[src/rtl/uart_mmio_responder.sv]
`default_nettype none
// ============================================================================
//  Module   : uart_mmio_responder
//  Purpose  : Responder for the CPU UART/counter MMIO window. Turns decoded
//             load/store strobes into registered read data, RX-pop and
//             TX-push handshakes, and owns the free-running cycle counter
//             and retired-instruction counter.
//  Ports    : clk, rst_n               - clock, asynchronous active-low reset
//             uart_read, uart_write    - one-cycle MMIO load/store strobes
//             addr, wdata              - MMIO offset and store data
//             inst_retire              - one instruction retired this cycle
//             rdata                    - registered load data (1-cycle latency)
//             rx_data_out/_valid/_ready - UART RX byte stream (we pop)
//             tx_data_in/_valid/_ready  - UART TX byte stream (we push)
//  Register map (byte offsets):
//             0x00 R ctrl {29'b0, tx_overrun, rx_valid, tx_ready}
//             0x04 R rx byte (pops the RX FIFO when a byte is present)
//             0x08 W tx byte
//             0x10 R cycle counter   0x14 R instruction counter
//             0x18 W clear both counters (data ignored)
//  Revision : 1.0 - initial release
// ============================================================================
module uart_mmio_responder #(
  parameter int ADDR_WIDTH = 8,
  parameter int DATA_WIDTH = 32,
  parameter int CNT_WIDTH  = 32
) (
  input  logic                  clk,
  input  logic                  rst_n,
  input  logic                  uart_read,
  input  logic                  uart_write,
  input  logic [ADDR_WIDTH-1:0] addr,
  input  logic [DATA_WIDTH-1:0] wdata,
  input  logic                  inst_retire,
  output logic [DATA_WIDTH-1:0] rdata,
  input  logic [7:0]            rx_data_out,
  input  logic                  rx_data_out_valid,
  output logic                  rx_data_out_ready,
  output logic [7:0]            tx_data_in,
  output logic                  tx_data_in_valid,
  input  logic                  tx_data_in_ready
);

  localparam logic [ADDR_WIDTH-1:0] C_ADDR_CTRL  = ADDR_WIDTH'(8'h00);
  localparam logic [ADDR_WIDTH-1:0] C_ADDR_RX    = ADDR_WIDTH'(8'h04);
  localparam logic [ADDR_WIDTH-1:0] C_ADDR_TX    = ADDR_WIDTH'(8'h08);
  localparam logic [ADDR_WIDTH-1:0] C_ADDR_CYCLE = ADDR_WIDTH'(8'h10);
  localparam logic [ADDR_WIDTH-1:0] C_ADDR_INST  = ADDR_WIDTH'(8'h14);
  localparam logic [ADDR_WIDTH-1:0] C_ADDR_CLR   = ADDR_WIDTH'(8'h18);

  typedef enum logic [0:0] {
    TX_IDLE = 1'b0,
    TX_PEND = 1'b1
  } tx_state_t;

  tx_state_t             r_tx_state;
  tx_state_t             w_tx_state_next;
  logic                  w_tx_load;
  logic                  w_overrun_set;
  logic                  r_tx_overrun;
  logic [CNT_WIDTH-1:0]  r_cycle_cnt;
  logic [CNT_WIDTH-1:0]  r_inst_cnt;
  logic [DATA_WIDTH-1:0] w_rd_mux;

  // Only the low byte of a store is meaningful to this block.
  logic w_unused;
  assign w_unused = &{1'b0, wdata[DATA_WIDTH-1:8]};

  // Strobe/address decode.
  logic w_rd_ctrl, w_rd_rx, w_wr_tx, w_wr_clr;
  assign w_rd_ctrl = uart_read  && (addr == C_ADDR_CTRL);
  assign w_rd_rx   = uart_read  && (addr == C_ADDR_RX);
  assign w_wr_tx   = uart_write && (addr == C_ADDR_TX);
  assign w_wr_clr  = uart_write && (addr == C_ADDR_CLR);

  // The pop is combinational so the FIFO advances on the same edge that
  // rdata captures the byte it is presenting.
  assign rx_data_out_ready = w_rd_rx && rx_data_out_valid;

  // Valid is the state bit itself, so it falls the instant reset asserts.
  assign tx_data_in_valid = (r_tx_state == TX_PEND);

  // ---------------------------------------------------------------------
  // TX FSM
  // ---------------------------------------------------------------------
  always_ff @(posedge clk or negedge rst_n) begin
    if (!rst_n) begin
      r_tx_state <= TX_IDLE;
      tx_data_in <= 8'h00;
    end else begin
      r_tx_state <= w_tx_state_next;
      if (w_tx_load) begin
        tx_data_in <= wdata[7:0];
      end
    end
  end

  always_comb begin
    w_tx_state_next = r_tx_state;
    w_tx_load       = 1'b0;
    w_overrun_set   = 1'b0;
    case (r_tx_state)
      TX_IDLE: begin
        if (w_wr_tx) begin
          w_tx_state_next = TX_PEND;
          w_tx_load       = 1'b1;
        end
      end
      TX_PEND: begin
        if (tx_data_in_ready) begin
          w_tx_state_next = TX_IDLE;
        end
        // A store while a byte is pending is dropped even if the pending
        // byte is accepted on this same edge; the FSM does not reload.
        if (w_wr_tx) begin
          w_overrun_set = 1'b1;
        end
      end
      default: w_tx_state_next = TX_IDLE;
    endcase
  end

  // Sticky overrun flag: cleared by a ctrl read, but a fresh overrun wins.
  always_ff @(posedge clk or negedge rst_n) begin
    if (!rst_n) begin
      r_tx_overrun <= 1'b0;
    end else if (w_overrun_set) begin
      r_tx_overrun <= 1'b1;
    end else if (w_rd_ctrl) begin
      r_tx_overrun <= 1'b0;
    end
  end

  // ---------------------------------------------------------------------
  // Counters (clear has priority over the increment of the same cycle)
  // ---------------------------------------------------------------------
  always_ff @(posedge clk or negedge rst_n) begin
    if (!rst_n) begin
      r_cycle_cnt <= '0;
      r_inst_cnt  <= '0;
    end else if (w_wr_clr) begin
      r_cycle_cnt <= '0;
      r_inst_cnt  <= '0;
    end else begin
      r_cycle_cnt <= r_cycle_cnt + CNT_WIDTH'(1);
      r_inst_cnt  <= r_inst_cnt + CNT_WIDTH'(inst_retire);
    end
  end

  // ---------------------------------------------------------------------
  // Read path: all sources are sampled before the edge that loads rdata.
  // ---------------------------------------------------------------------
  always_comb begin
    w_rd_mux = '0;
    case (addr)
      C_ADDR_CTRL: w_rd_mux = DATA_WIDTH'({r_tx_overrun, rx_data_out_valid,
                                           tx_data_in_ready && !tx_data_in_valid});
      C_ADDR_RX: begin
        if (rx_data_out_valid) begin
          w_rd_mux = DATA_WIDTH'(rx_data_out);
        end
      end
      C_ADDR_CYCLE: w_rd_mux = DATA_WIDTH'(r_cycle_cnt);
      C_ADDR_INST:  w_rd_mux = DATA_WIDTH'(r_inst_cnt);
      default:      w_rd_mux = '0;
    endcase
  end

  always_ff @(posedge clk or negedge rst_n) begin
    if (!rst_n) begin
      rdata <= '0;
    end else if (uart_read) begin
      rdata <= w_rd_mux;
    end
  end

endmodule
`default_nettype wire

[config.mk]
export PLATFORM = sky130hd
export DESIGN_NAME = uart_mmio_responder
export DESIGN_NICKNAME = d
export VERILOG_FILES = /design/src/rtl/uart_mmio_responder.sv
export SDC_FILE = /design/constraint.sdc
export NUM_CORES = 1
export LEC_CHECK = 0
export CAP_MARGIN = 30
export CORE_ASPECT_RATIO = 0.75
export CORE_MARGIN = 3
export CORE_UTILIZATION = 47
export DETAILED_ROUTE_END_ITERATION = 16
export PLACE_DENSITY = 0.76
export SLEW_MARGIN = 20
export SYNTH_ARGS = -nofsm -noshare
export SYNTH_HDL_FRONTEND = slang
export SYNTH_SLANG_ARGS = --single-unit
[constraint.sdc]
create_clock -name clk -period 1.8 [get_ports clk]
set_input_delay 0.18 -clock clk [delete_from_list [all_inputs] [get_ports clk]]
set_output_delay 0.18 -clock clk [all_outputs]
set_load 0.01 [all_outputs]
* Word-level counts from Yosys, hierarchy flattened
Cells that the tools add are included.
** Storage, ports and cells
- Bits of input ports :: 55
- Bits in registers :: 106
** Cells by class
- Equality and inequality tests :: 5
- Muxes and demuxes :: 11
- Bitwise gates (word level) :: 1
- Reductions and logical operators :: 9
- Add/sub/neg operators :: 2
** Operator list (count)
- $pmux 32 s4 :: 1
- $mux 32 :: 2
- $add 32x1->32 :: 1
- $add 32x1->32 const B :: 1
- $eq 8x5->1 const B :: 3
- $eq 8x3->1 const B :: 1
- $eq 8x4->1 const B :: 1
- $logic_not 8->1 :: 1
- $mux 8 :: 1
- $logic_and 1x1->1 :: 6
- $mux 1 :: 6
- $pmux 1 s2 :: 1
- $reduce_bool 2->1 :: 1
- $logic_not 1->1 :: 1
- $not 1->1 :: 1

* Logic depth before layout (Yosys ltp)
- Word-level depth :: 5
- Depth in mapped cells :: 7
- Gate-level depth less buffers :: 6

* Worst setup path before layout
No wires, ideal clock.
- Path type :: flip-flop to flip-flop
- Start :: reg r_inst_cnt[0]
- End :: reg r_inst_cnt[12]
- Cell stages (with the launch flop) :: 6
- Arrival :: 1.604 ns
- Required time :: 1.722 ns
- Path slack :: 0.119 ns
- Period minus slack after synthesis :: 1.681 ns
- Cells stage by stage :: dfrtp_1 > ha_1 > nand4_4 > or4_4 > or3_1 > a21oi_1
** On the way
- Longest elaborated chain between the ends :: 2
** RTL lines
- from (decl) :: line 62 : logic [CNT_WIDTH-1:0] r_inst_cnt;
- from (signal assigned) :: line 146 : r_inst_cnt <= r_inst_cnt + CNT_WIDTH'(inst_retire);
- $add 32x1->32 :: line 146
- $mux 32 :: line 141 : end else if (w_wr_clr) begin
No other way between the ends.
A chain may end at the register's enable or synchronous reset.

* Final worst setup path
- Start :: reg r_inst_cnt[0]
- End :: reg r_inst_cnt[22]
Same word-level chain as after synthesis.

==> impl_metrics.xml <==
<?xml version="1.0" encoding="UTF-8"?>
<metrics>
  <group name="grt">
    <metric name="largest_net_degree_at_the_start_of_global_routing" unit="">57</metric>
    <metric name="grt_antenna_before_repair" unit="">0</metric>
    <metric name="grtUsageTotal" unit="">0.2210</metric>
    <metric name="first_global_vias" unit="">4285</metric>
    <metric name="globalRouteOverflowTotal" unit="">0</metric>
    <metric name="grt_first_pass_wirelength" unit="mm">22.05</metric>
  </group>
  <group name="layout">
    <metric name="fin_area" unit="um^2">6927</metric>
    <metric name="layout.core_utilization" unit="">0.6553</metric>
    <metric name="area_growth" unit="%">32.28</metric>
    <metric name="antenna_cells" unit="">0</metric>
    <metric name="nets" unit="">685</metric>
    <metric name="drive_gt1_frac" unit="">0.1614</metric>
  </group>
  <group name="clock_tree">
    <metric name="numClockSinks" unit="">106</metric>
    <metric name="root_buffer" unit="">sky130_fd_sc_hd__clkbuf_16</metric>
    <metric name="clock_tree.htree_level_count" unit="">3</metric>
    <metric name="clock_latency" unit="ps">340</metric>
    <metric name="clk_pin_slew_worst_paths" unit="ps">70</metric>
    <metric name="numCtsBuffers" unit="">9</metric>
    <metric name="cts_max_path_buffers" unit="">2</metric>
    <metric name="clock_tree_from_tritoncts" unit="">done</metric>
  </group>
  <group name="timing">
    <metric name="grt_setup_unrepaired" unit="">yes</metric>
    <metric name="worst_slew_pin_slew" unit="ps">400.6</metric>
    <metric name="final_hold_viol_count" unit="">0</metric>
    <metric name="max_clock_freq" unit="MHz">567.2</metric>
    <metric name="final-max-slew-violation-count" unit="">0</metric>
    <metric name="fin_crit_sh" unit="">0.9796</metric>
    <metric name="period_minus_slack" unit="ps">1763</metric>
    <metric name="worst_slew_margin_rel" unit="">0.7329</metric>
    <metric name="setup_ws" unit="ps">36.80</metric>
    <metric name="hold-worst-slack" unit="ps">234.5</metric>
    <metric name="worst_clock_skew" unit="ps">5.693</metric>
    <metric name="setup_viol" unit="">0</metric>
  </group>
  <group name="yosys">
    <metric name="synth-edff-count" unit="">0</metric>
    <metric name="synthDominantCellAreaShare" unit="">0.5066</metric>
    <metric name="post_synth_top_cells" unit="">sky130_fd_sc_hd__dfrtp_1 (106), sky130_fd_sc_hd__nor2_1 (66), sky130_fd_sc_hd__xor2_1 (41)</metric>
    <metric name="async_reset_ff_frac" unit="">1.000</metric>
    <metric name="part_of_the_yosys_area_used_for_sequential_elements" unit="">0.5066</metric>
    <metric name="postSynthNetCount" unit="">570</metric>
    <metric name="synth_top_flop_cell" unit="">sky130_fd_sc_hd__dfrtp_1</metric>
    <metric name="syn-instance-count" unit="">512</metric>
    <metric name="post-synth-top-count-cell" unit="">sky130_fd_sc_hd__dfrtp_1</metric>
    <metric name="post_synth_instance_area" unit="um^2">5236</metric>
    <metric name="flip_flop_and_latch_count_after_synthesis" unit="">106</metric>
    <metric name="postSynthAreaPerCell" unit="um^2">10.23</metric>
    <metric name="yosysWarningCount" unit="">0</metric>
    <metric name="synth_top_cell_by_area" unit="">sky130_fd_sc_hd__dfrtp_1</metric>
    <metric name="netlist_top_cells_area" unit="">sky130_fd_sc_hd__dfrtp_1 (51%), sky130_fd_sc_hd__xor2_1 (6.9%), sky130_fd_sc_hd__mux2i_1 (5.9%), sky130_fd_sc_hd__nor2_1 (4.7%), sky130_fd_sc_hd__o22ai_1 (3.2%)</metric>
    <metric name="synthDistinctLibCells" unit="">42</metric>
  </group>
  <group name="worst_setup_path">
    <metric name="path_common_cell" unit="">sky130_fd_sc_hd__buf_4</metric>
    <metric name="cp_cell_sequence" unit="">ha_4 -&gt; nand4_4 -&gt; nor4_4 -&gt; buf_4 -&gt; buf_12 -&gt; buf_4 -&gt; nand3_1 -&gt; xor2_1 -&gt; nor2_1</metric>
    <metric name="path_buf_inv" unit="">3</metric>
    <metric name="worst_path_largest_cell_delay" unit="ps">420</metric>
    <metric name="critical_path.top_delay_family" unit="">simple AND/OR/NAND/NOR gates</metric>
    <metric name="critical_path_arrival" unit="ps">1990</metric>
    <metric name="cp_max_fo" unit="">7</metric>
    <metric name="critPathSlowestCell" unit="">sky130_fd_sc_hd__dfrtp_1</metric>
    <metric name="timing.reg2reg.setup_slack" unit="ps">40</metric>
    <metric name="critical_path_class" unit="">reg2reg</metric>
    <metric name="worst_setup_path_end_kind" unit="">flop</metric>
    <metric name="cp.required" unit="ps">2030</metric>
    <metric name="critPathLaunchType" unit="">flop</metric>
  </group>
  <group name="place">
    <metric name="dp_worst_setup_slack" unit="ps">-359.2</metric>
    <metric name="detailed_place.area" unit="um^2">6436</metric>
    <metric name="detailedPlacementHpwl" unit="mm">9.336</metric>
    <metric name="io_buffer_count" unit="">72</metric>
    <metric name="routabilityCongestion" unit="">0.8546</metric>
  </group>
  <group name="route">
    <metric name="detail_route.wirelength" unit="mm">13.31</metric>
    <metric name="route.met3.wl" unit="um">720</metric>
    <metric name="drt_drc_violations_left" unit="">0</metric>
    <metric name="viasPerCell" unit="">5.514</metric>
    <metric name="maxUsedRoutingLayer" unit="">met4</metric>
    <metric name="wl_per_cell" unit="um">17.33</metric>
    <metric name="ant_nets" unit="">0</metric>
    <metric name="first_iter_violations" unit="">362</metric>
    <metric name="vias" unit="">4235</metric>
    <metric name="wirelength_met1" unit="mm">6.284</metric>
    <metric name="firstDrtPassIters" unit="">5</metric>
    <metric name="met2_wirelength" unit="mm">6.211</metric>
  </group>
  <group name="pwr">
    <metric name="powerDensity" unit="nW/um^2">896.3</metric>
    <metric name="cellLeakagePower" unit="nW">3.121</metric>
    <metric name="total_power" unit="mW">6.208</metric>
    <metric name="worst_ir_drop_vdd" unit="mV">0.6815</metric>
  </group>
  <group name="die">
    <metric name="die_area" unit="um^2">12460</metric>
    <metric name="count_of_standard_cell_rows" unit="">32</metric>
    <metric name="initial_core_util" unit="">0.4954</metric>
    <metric name="ioPinCount" unit="">97</metric>
    <metric name="die-height" unit="um">97.41</metric>
    <metric name="die_x" unit="um">127.9</metric>
    <metric name="core_area" unit="um^2">10570</metric>
  </group>
  <group name="run">
    <metric name="timing.max_cap.violations" unit="">0</metric>
  </group>
  <group name="status">
    <metric name="status" unit="">complete, no violations</metric>
  </group>
  <group name="worst_hold_path">
    <metric name="holdCritPathClass" unit="">in2async</metric>
  </group>
</metrics>
-- worst register-to-register path: cells and delay by family, from the launching register on --
family | cells | cell delay [ps]
xor gates and xnor gates | 1 | 160
adders and majority gates | 1 | 170
buffers and inverters | 3 | 400
DFF | 1 | 420
and+or+nand+nor | 4 | 490
-- area by class of cell --
type,count,area [um^2]
Clock buffer,12,256.5
Inverter,36,135.1
Clock inverter,4,97.59
Multi-Input combinational cell,347,2386
Fill cell,818,3643
Timing Repair Buffer,127,1229
Tap cell,136,170.2
Sequential cell,106,2653
-- what timing repair did --
action | CTS | global route
buffers inserted | 0 | 9
endpoints found under the setup margin | 4 | 20
endpoints found under the hold margin | 50 | 0
resized for setup | 4 | 7
hold buffers | 1 | 0
cloned | 0 | 1
pin swaps | 2 | 8
-- where the power goes --
group          leakage [nW]  total, mW  switching (mW)  internal (mW)
Sequential             1.43       2.97           0.354           2.61
Clock                 0.169       2.27           0.839           1.44
Combinational          1.52      0.965           0.481          0.484
Total                  3.12       6.21            1.67           4.53
-- flip-flops by register name, summed over array words and instances, names as in the netlist --
register,cells
r_cycle_cnt,32
r_inst_cnt,32
rdata,32
tx_data_in,8
r_tx_overrun,1
tx_data_in_valid,1
-- per-layer routing --
metal,GRT usage,vias up
met2,0.3307,131
met4,0.04241,0
li1,-,1975
met1,0.3302,2119
met3,0.05220,10
met5,0,-
-- logic make-up (layout without fill, tap and decap cells) --
| group | Yosys count | in the layout | share of synthesized area |
|---|---|---|---|
| flip-flops | 106 | 106 | 0.5066 |
| adder cells (fa/ha/maj) | 3 | 3 | 0.007169 |
| AND/OR/NAND/NOR | 194 | 194 | 0.2076 |
| multiplexers | 40 | 40 | 0.07862 |
| AO/OA/AOI/OAI | 53 | 53 | 0.05926 |
| XOR/XNOR | 57 | 57 | 0.09534 |
| buffers and inverters | 59 | 179 | 0.04540 |
-- path summary, 6_finish.rpt --
path                                from        endpoint  cells after the start
setup / recovery           r_inst_cnt[0]  r_inst_cnt[22]                      9
hold / removal                     rst_n        rdata[0]                      2
setup reg to reg           r_inst_cnt[0]  r_inst_cnt[22]                      9
hold reg to reg             r_tx_overrun    r_tx_overrun                      2
max in group asynchronous          rst_n  r_inst_cnt[16]                      3
min in group clk                 addr[2]    r_tx_overrun                      4
-- stage by stage --
stage / setup TNS (ps) / cells
global route: -291.8 / 768
CTS: -29.56 / 758
finish: 0 / 768
floorplan: 0 / 512
global placement: -9610 / 741
detailed placement: -12910 / 741
-- placed cells by master, fill, tap and decap left out, drive strengths merged, types with 2 or more instances in the layout --
cell type / netlist / final
a21oi: 10 / 10
and2: 3 / 3
and3: 9 / 9
and4: 7 / 7
buf: 14 / 56
bufinv: 0 / 3
clkbuf: 9 / 13
clkdlybuf4s50: 0 / 69
dfrtp: 106 / 106
ha: 3 / 3
inv: 36 / 36
mux2: 9 / 9
mux2i: 31 / 31
nand2: 29 / 29
nand3: 29 / 29
nand4: 19 / 19
nand4b: 2 / 2
nor2: 66 / 66
nor2b: 7 / 7
nor3: 7 / 7
nor4: 7 / 7
o21ai: 12 / 12
o22ai: 27 / 27
o31ai: 2 / 2
or2: 3 / 3
or3: 4 / 4
xnor2: 16 / 16
xor2: 41 / 41
No activity file was read; power rests on OpenSTA's default activity.
